<file path="src/rtl/iwdg_feeder.sv">
// Independent-watchdog feeder: unlocks and configures the IWDG over a Wishbone-style bus,
// then periodically refreshes it and reads back its status register until stopped.
`timescale 1ns/1ps
module iwdg_feeder #(
    parameter logic [31:0] BASE_ADR  = 32'h0100_0000,
    parameter int          GRL       = 1,
    parameter int          REFRESH_W = 16,
    parameter int          TIMEOUT   = 15
) (
    input  logic                 clk_m2s,
    input  logic                 rst_m2s,
    input  logic                 start,
    input  logic                 stop,
    input  logic [2:0]           pr_cfg,
    input  logic [REFRESH_W-1:0] refresh_period,
    input  logic [31:0]          dat_s2m,
    input  logic                 ack_s2m,
    input  logic                 err_s2m,
    input  logic                 rty_s2m,
    output logic [31:0]          adr_m2s,
    output logic [31:0]          dat_m2s,
    output logic [GRL:0]         sel_m2s,
    output logic                 cyc_m2s,
    output logic                 stb_m2s,
    output logic                 we_m2s,
    output logic                 lok_m2s,
    output logic                 running,
    output logic                 fault,
    output logic [1:0]           last_st
);

    localparam int TMO_W = (TIMEOUT < 2) ? 1 : $clog2(TIMEOUT + 1);

    typedef enum logic [2:0] {
        IDLE, UNLOCK, SET_PR, START_CNT, WAIT, REFRESH, READ_ST, FAULT
    } state_t;

    state_t               r_state, w_state_nxt;
    logic [31:0]          r_adr, r_dat, w_adr, w_dat;
    logic [GRL:0]         r_sel;
    logic                 r_cyc, r_we, r_lok, w_we, w_lok, w_xfer;
    logic [TMO_W-1:0]     r_tmo;
    logic [1:0]           r_rty;
    logic [REFRESH_W-1:0] r_cnt;
    logic [2:0]           r_pr;
    logic                 r_stop, r_running, r_fault;
    logic [1:0]           r_last_st;
    logic                 w_ack, w_err, w_rty, w_tmo, w_resp, w_fail, w_launch, w_stop;
    logic                 w_unused;

    // Error wins over ack; a retry only counts when neither ack nor err is present.
    assign w_err    = r_cyc & err_s2m;
    assign w_ack    = r_cyc & ack_s2m & ~err_s2m;
    assign w_rty    = r_cyc & rty_s2m & ~ack_s2m & ~err_s2m;
    assign w_resp   = r_cyc & (ack_s2m | err_s2m | rty_s2m);
    assign w_tmo    = r_cyc & ~(ack_s2m | err_s2m | rty_s2m) & (r_tmo == TMO_W'(TIMEOUT - 1));
    assign w_fail   = w_err | w_tmo | (w_rty & (r_rty == 2'd3));
    assign w_launch = w_xfer & ~r_cyc;
    assign w_stop   = r_stop | stop;
    assign w_unused = ^dat_s2m[31:2];

    always_ff @(posedge clk_m2s or negedge rst_m2s) begin
        if (!rst_m2s) r_state <= IDLE;
        else          r_state <= w_state_nxt;
    end

    always_comb begin
        w_state_nxt = r_state;
        w_xfer      = 1'b0;
        w_adr       = BASE_ADR;
        w_dat       = 32'h0;
        w_we        = 1'b0;
        w_lok       = 1'b0;
        case (r_state)
            UNLOCK:    begin w_xfer = 1'b1; w_dat = 32'h5555; w_we = 1'b1; w_lok = 1'b1; end
            SET_PR:    begin
                w_xfer = 1'b1; w_adr = BASE_ADR + 32'h4; w_dat = {29'b0, r_pr};
                w_we   = 1'b1; w_lok = 1'b1;
            end
            START_CNT: begin w_xfer = 1'b1; w_dat = 32'hCCCC; w_we = 1'b1; w_lok = 1'b1; end
            REFRESH:   begin w_xfer = 1'b1; w_dat = 32'hAAAA; w_we = 1'b1; end
            READ_ST:   begin w_xfer = 1'b1; w_adr = BASE_ADR + 32'hC; end
            default:   ;
        endcase
        case (r_state)
            IDLE, FAULT: if (start) w_state_nxt = UNLOCK;
            WAIT: begin
                if (w_stop)                            w_state_nxt = IDLE;
                else if (r_cnt == REFRESH_W'(1))       w_state_nxt = REFRESH;
            end
            default: begin
                if (w_fail) w_state_nxt = FAULT;
                else if (w_ack) begin
                    case (r_state)
                        UNLOCK:  w_state_nxt = SET_PR;
                        SET_PR:  w_state_nxt = START_CNT;
                        REFRESH: w_state_nxt = READ_ST;
                        default: w_state_nxt = w_stop ? IDLE : WAIT;
                    endcase
                end
            end
        endcase
    end

    // Bus registers: launch on the first idle cycle of a transfer state, clear on any response.
    always_ff @(posedge clk_m2s or negedge rst_m2s) begin
        if (!rst_m2s) begin
            r_cyc <= 1'b0; r_adr <= '0; r_dat <= '0; r_sel <= '0; r_we <= 1'b0; r_lok <= 1'b0;
            r_tmo <= '0;
        end else if (w_launch) begin
            r_cyc <= 1'b1; r_adr <= w_adr; r_dat <= w_dat; r_sel <= '1; r_we <= w_we; r_lok <= w_lok;
            r_tmo <= '0;
        end else if (w_resp || w_tmo) begin
            r_cyc <= 1'b0; r_adr <= '0; r_dat <= '0; r_sel <= '0; r_we <= 1'b0; r_lok <= 1'b0;
        end else if (r_cyc) begin
            r_tmo <= r_tmo + TMO_W'(1);
        end
    end

    always_ff @(posedge clk_m2s or negedge rst_m2s) begin
        if (!rst_m2s) begin
            r_rty <= '0; r_cnt <= '0; r_pr <= '0; r_stop <= 1'b0;
            r_running <= 1'b0; r_fault <= 1'b0; r_last_st <= '0;
        end else begin
            if (w_state_nxt != r_state) r_rty <= '0;
            else if (w_rty)             r_rty <= r_rty + 2'd1;

            if (r_state != WAIT && w_state_nxt == WAIT)
                r_cnt <= (refresh_period == '0) ? REFRESH_W'(1) : refresh_period;
            else if (r_state == WAIT)
                r_cnt <= r_cnt - REFRESH_W'(1);

            if ((r_state == IDLE || r_state == FAULT) && start) r_pr <= pr_cfg;

            if (r_state == IDLE || r_state == FAULT) r_stop <= 1'b0;
            else if (stop)                           r_stop <= 1'b1;

            r_running <= (w_state_nxt == WAIT) || (w_state_nxt == REFRESH) || (w_state_nxt == READ_ST);
            r_fault   <= (w_state_nxt == FAULT);

            if (r_state == READ_ST && w_ack) r_last_st <= dat_s2m[1:0];
        end
    end

    assign adr_m2s = r_adr;
    assign dat_m2s = r_dat;
    assign sel_m2s = r_sel;
    assign cyc_m2s = r_cyc;
    assign stb_m2s = r_cyc;
    assign we_m2s  = r_we;
    assign lok_m2s = r_lok;
    assign running = r_running;
    assign fault   = r_fault;
    assign last_st = r_last_st;

endmodule

</file>
<file path="config.mk">
export PLATFORM = sky130hd
export DESIGN_NAME = iwdg_feeder
export DESIGN_NICKNAME = d
export VERILOG_FILES = /design/src/rtl/iwdg_feeder.sv
export SDC_FILE = /design/constraint.sdc
export NUM_CORES = 1
export LEC_CHECK = 0
export ABC_CLOCK_PERIOD_IN_PS = 3300
export BUFFER_PORTS_ARGS = -buffer_cell sky130_fd_sc_hd__clkbuf_2
export CAP_MARGIN = 20
export CORE_MARGIN = 2
export CORE_UTILIZATION = 40
export CTS_CLUSTER_SIZE = 8
export DETAILED_ROUTE_END_ITERATION = 10
export PLACE_DENSITY = 0.77
export SYNTH_ARGS = -nofsm -noshare
export SYNTH_HDL_FRONTEND = slang
export SYNTH_SLANG_ARGS = --single-unit
</file>
<file path="constraint.sdc">
create_clock -name clk_m2s -period 3.3 [get_ports clk_m2s]
set_input_delay 0.33 -clock clk_m2s [delete_from_list [all_inputs] [get_ports clk_m2s]]
set_output_delay 0.33 -clock clk_m2s [all_outputs]
set_load 0.005 [all_outputs]
</file>
==> results.json <==
{
  "status": "finished clean",
  "period_minus_slack_ns": 2.41,
  "ir_drop_mv": 0.311,
  "clock_skew_ns": 0.00866,
  "vias_per_cell": 5.28,
  "slowest_delay_ns": 0.75,
  "rsz0062_at_grt": "no",
  "route.antenna.remaining_nets": 0,
  "avgRoutedWirePerCell_um": 12.7,
  "pwr-share-clk_pct": 17.7,
  "start_util_pct": 41.2,
  "final.setup.worst_slack_ns": 0.889,
  "grt_pass1_wl_um": 10300,
  "path_max_fanout": 23,
  "yosys-top-cells-area": "dfrtp_1 38%, buf_4 15%, a21oi_1 3.5%",
  "numClockSinks": 45,
  "grt_max_degree": 28,
  "syn2layout_area_growth_pct": 8.07,
  "r2r_start": "sel_m2s[0]$_DFFE_PN0P_",
  "placed_area_sq_um": 3110,
  "arrival_ns": 2.60,
  "cts_hold_buf": 1,
  "synth_edf_count": 0,
  "setup_viol": 0,
  "path_cells": "and3b_1 -> nand3_1 -> buf_4 -> nand2_1 -> o21ai_0 -> a221oi_1",
  "endpoint": "r_cnt[11]$_DFFE_PN0P_",
  "synth-async-reset-ratio_pct": 100,
  "fmax_mhz": 415,
  "cts.path.max_buffers": 2,
  "finalCritPeriodShare_pct": 73.1,
  "swShare_pct": 40.1,
  "startpoint": "sel_m2s[0]$_DFFE_PN0P_",
  "first_pass_iters": 5,
  "synth-seq-cells": 45,
  "slew_violations": 0,
  "antennaDiodeCount": 0,
  "die_width_um": 90.5,
  "yosysSeqAreaShare_pct": 37.6,
  "yosysTopAreaCellShare_pct": 37.6,
  "num_vias": 2539,
  "synth_area_sq_um": 2990,
  "drt_iter0_markers": 143,
  "cts_tree": "done",
  "grt_overflow": 0,
  "ctsHtreeMaxLevel": 2,
  "syn_inst": 342,
  "avgSynthCellArea_sq_um": 8.75,
  "synth_area_leader_cell": "dfrtp_1",
  "numCtsBuffers": 5,
  "holdPathStages": 2,
  "io_buffer_count": 56,
  "drc": 0,
  "seq_power_share_pct": 42.9,
  "drt-total-wl_um": 6090,
  "clk_latency_ns": 0.30,
  "die-area_sq_um": 8190,
  "cp.required_ns": 3.49,
  "rows": 31,
  "yosysWarnings": 0,
  "ios": 132,
  "start_kind": "flop",
  "combPwrFrac_pct": 39.5,
  "root_buffer": "clkbuf_8",
  "die_y_um": 90.5,
  "track_usage_pct": 14.9,
  "power_switching_uw": 971,
  "dp_hpwl_um": 4710,
  "grt_pass1_vias": 2181,
  "final_hold_viol_count": 0,
  "worst_pin_slew_ns": 0.672,
  "antenna_found_initial": 0,
  "final_layout_size_suffix_gt1_share_pct": 20.4,
  "cp_slowest_cell": "dfrtp_1",
  "internal_power_uw": 1450,
  "p_leak_uw": 0.00149,
  "synth_cell_type_count": 57,
  "slew_headroom_pct": 55.2,
  "min_path_type": "in -> reg",
  "reg2reg_depth": 6,
  "post-route-util_pct": 44.6,
  "fin_tns_setup_ns": 0,
  "cap_violations": 0,
  "fillers": 708,
  "r2r_slack_ns": 0.89,
  "post_cts_buffers": 0,
  "pre_cts_ws_ns": 0.919,
  "core_area_sq_um": 7250,
  "post-route-cell-area_sq_um": 3230,
  "worst-setup-path-type": "reg -> reg",
  "r2r-end": "r_cnt[11]$_DFFE_PN0P_",
  "gp_congestion": 0.818,
  "ctsResizeCount": 0,
  "powerDensity_nw_per_um2": 750,
  "yosys_most_used_dff": "dfrtp_1",
  "clkTransAtPathRegs_ns": 0.08,
  "fin_nets": 444,
  "end_kind": "flop"
}
worst min path at each step:
| stage | from | to |
|---|---|---|
| 2_1_floorplan | rst_m2s | adr_m2s[2]$_DFFE_PN0P_ |
| 3_5_place_dp | rst_m2s | r_tmo[3]$_DFFE_PN0P_ |
| 4_1_cts | dat_s2m[1] | last_st[1]$_DFFE_PN0P_ |
| 6_report | dat_s2m[1] | last_st[1]$_DFFE_PN0P_ |
| 5_1_grt | dat_s2m[1] | last_st[1]$_DFFE_PN0P_ |
| 3_3_place_gp | lok_m2s$_DFFE_PN0P_ | lok_m2s$_DFFE_PN0P_ |
through the flow:
stage / power (uW) / hold WS (ns) / std cells
6_report: 2420 / 0.265 / 481
5_1_grt: 2630 / 0.265 / 481
4_1_cts: 2440 / 0.262 / 481
3_5_place_dp: 2010 / 0.312 / 472
3_3_place_gp: 1960 / 0.462 / 471
2_1_floorplan: 1790 / 0.0344 / 386
metal layers:
metal / share of wire (%) / vias up / global-route usage, % / wire length [um]
met2: 48 / 113 / 23.8 / 2950
met5: 0 / - / 0 / 0
met1: 44 / 1209 / 20.4 / 2680
met4: 0.82 / 0 / 3.46 / 50
met3: 6.8 / 9 / 3.51 / 415
li1: - / 1208 / - / -
cell usage in the layout (no fill, tap or decap), types with 3 or more instances in the layout:
cell type  synthesis  final
nand3_1           12     12
nand2b_1           9      9
nand2_1           24     24
a311oi_1           3      3
nand4_1            5      5
mux2_2             3      3
nor2b_1            3      3
clkbuf_8           0      6
o21ai_0           15     15
nor4_1             8      8
clkbuf_2           0     56
ha_1               5      5
a22o_1             5      5
or3_1              4      4
a211oi_1           4      4
inv_1             11     11
dfrtp_1           45     45
o22ai_1            9      9
nor3_1             6      6
o31ai_1            4      4
nor3b_1            4      4
conb_1             1     45
a21oi_1           21     21
o21a_1             3      3
buf_4             59      3
nor2_1            25     25
flip-flops by register name, summed over array words and instances (netlist names):
name     flops
r_pr         3
we_m2s       1
r_tmo        4
r_rty        2
r_state      3
lok_m2s      1
running      1
adr_m2s      2
fault        1
dat_m2s      7
r_stop       1
sel_m2s      1
r_cnt       16
last_st      2
power by group through the flow:
stage | Sequential, uW | Combinational (uW) | Clock (uW)
floorplan | 948 | 838 | 0
CTS | 1040 | 965 | 439
finish | 1040 | 956 | 428
detailed placement | 1050 | 960 | 0
global route | 1080 | 1080 | 466
global placement | 1030 | 924 | 0
cell families (layout without fill, tap and decap cells):
kind of cell | after synthesis | after routing | share of synthesized area [%]
flops | 45 | 45 | 37.6
other cells | 1 | 45 | 0.125
mux | 4 | 4 | 1.46
buf+inv | 84 | 80 | 18.0
compound gates | 85 | 85 | 19.2
xor+xnor | 3 | 3 | 0.878
simple gates | 115 | 115 | 20.7
fa+ha+maj | 5 | 5 | 2.09
area by class of cell:
type | instances | area (sq um) | share of cell area [%]
inverters | 11 | 41.3 | 1.28
flip-flops and latches | 45 | 1130 | 34.8
well taps | 99 | 124 | 3.83
clock buffers | 7 | 86.3 | 2.67
clock inverters | 1 | 30.0 | 0.929
repair buffers | 61 | 333 | 10.3
multi-input cells | 257 | 1490 | 46.2
cell usage after synthesis, types with 3 or more instances:
| master | n |
|---|---|
| buf_4 | 59 |
| dfrtp_1 | 45 |
| nor2_1 | 25 |
| nand2_1 | 24 |
| a21oi_1 | 21 |
| o21ai_0 | 15 |
| clkbuf_1 | 13 |
| nand3_1 | 12 |
| inv_1 | 11 |
| nand2b_1 | 9 |
| o22ai_1 | 9 |
| nor4_1 | 8 |
| nor3_1 | 6 |
| a22o_1 | 5 |
| ha_1 | 5 |
| nand4_1 | 5 |
| a211oi_1 | 4 |
| nor3b_1 | 4 |
| o31ai_1 | 4 |
| or3_1 | 4 |
| a311oi_1 | 3 |
| mux2_2 | 3 |
| nor2b_1 | 3 |
| o21a_1 | 3 |
critical path, delay by kind of cell (launching register included):
kind,cells,cell delay (ns)
flip-flops,1,0.75
AO/OA/AOI/OAI,2,0.42
AND/OR/NAND/NOR,3,0.89
buffers and inverters,1,0.22
Note: power is estimated with default switching activity, not from simulation.
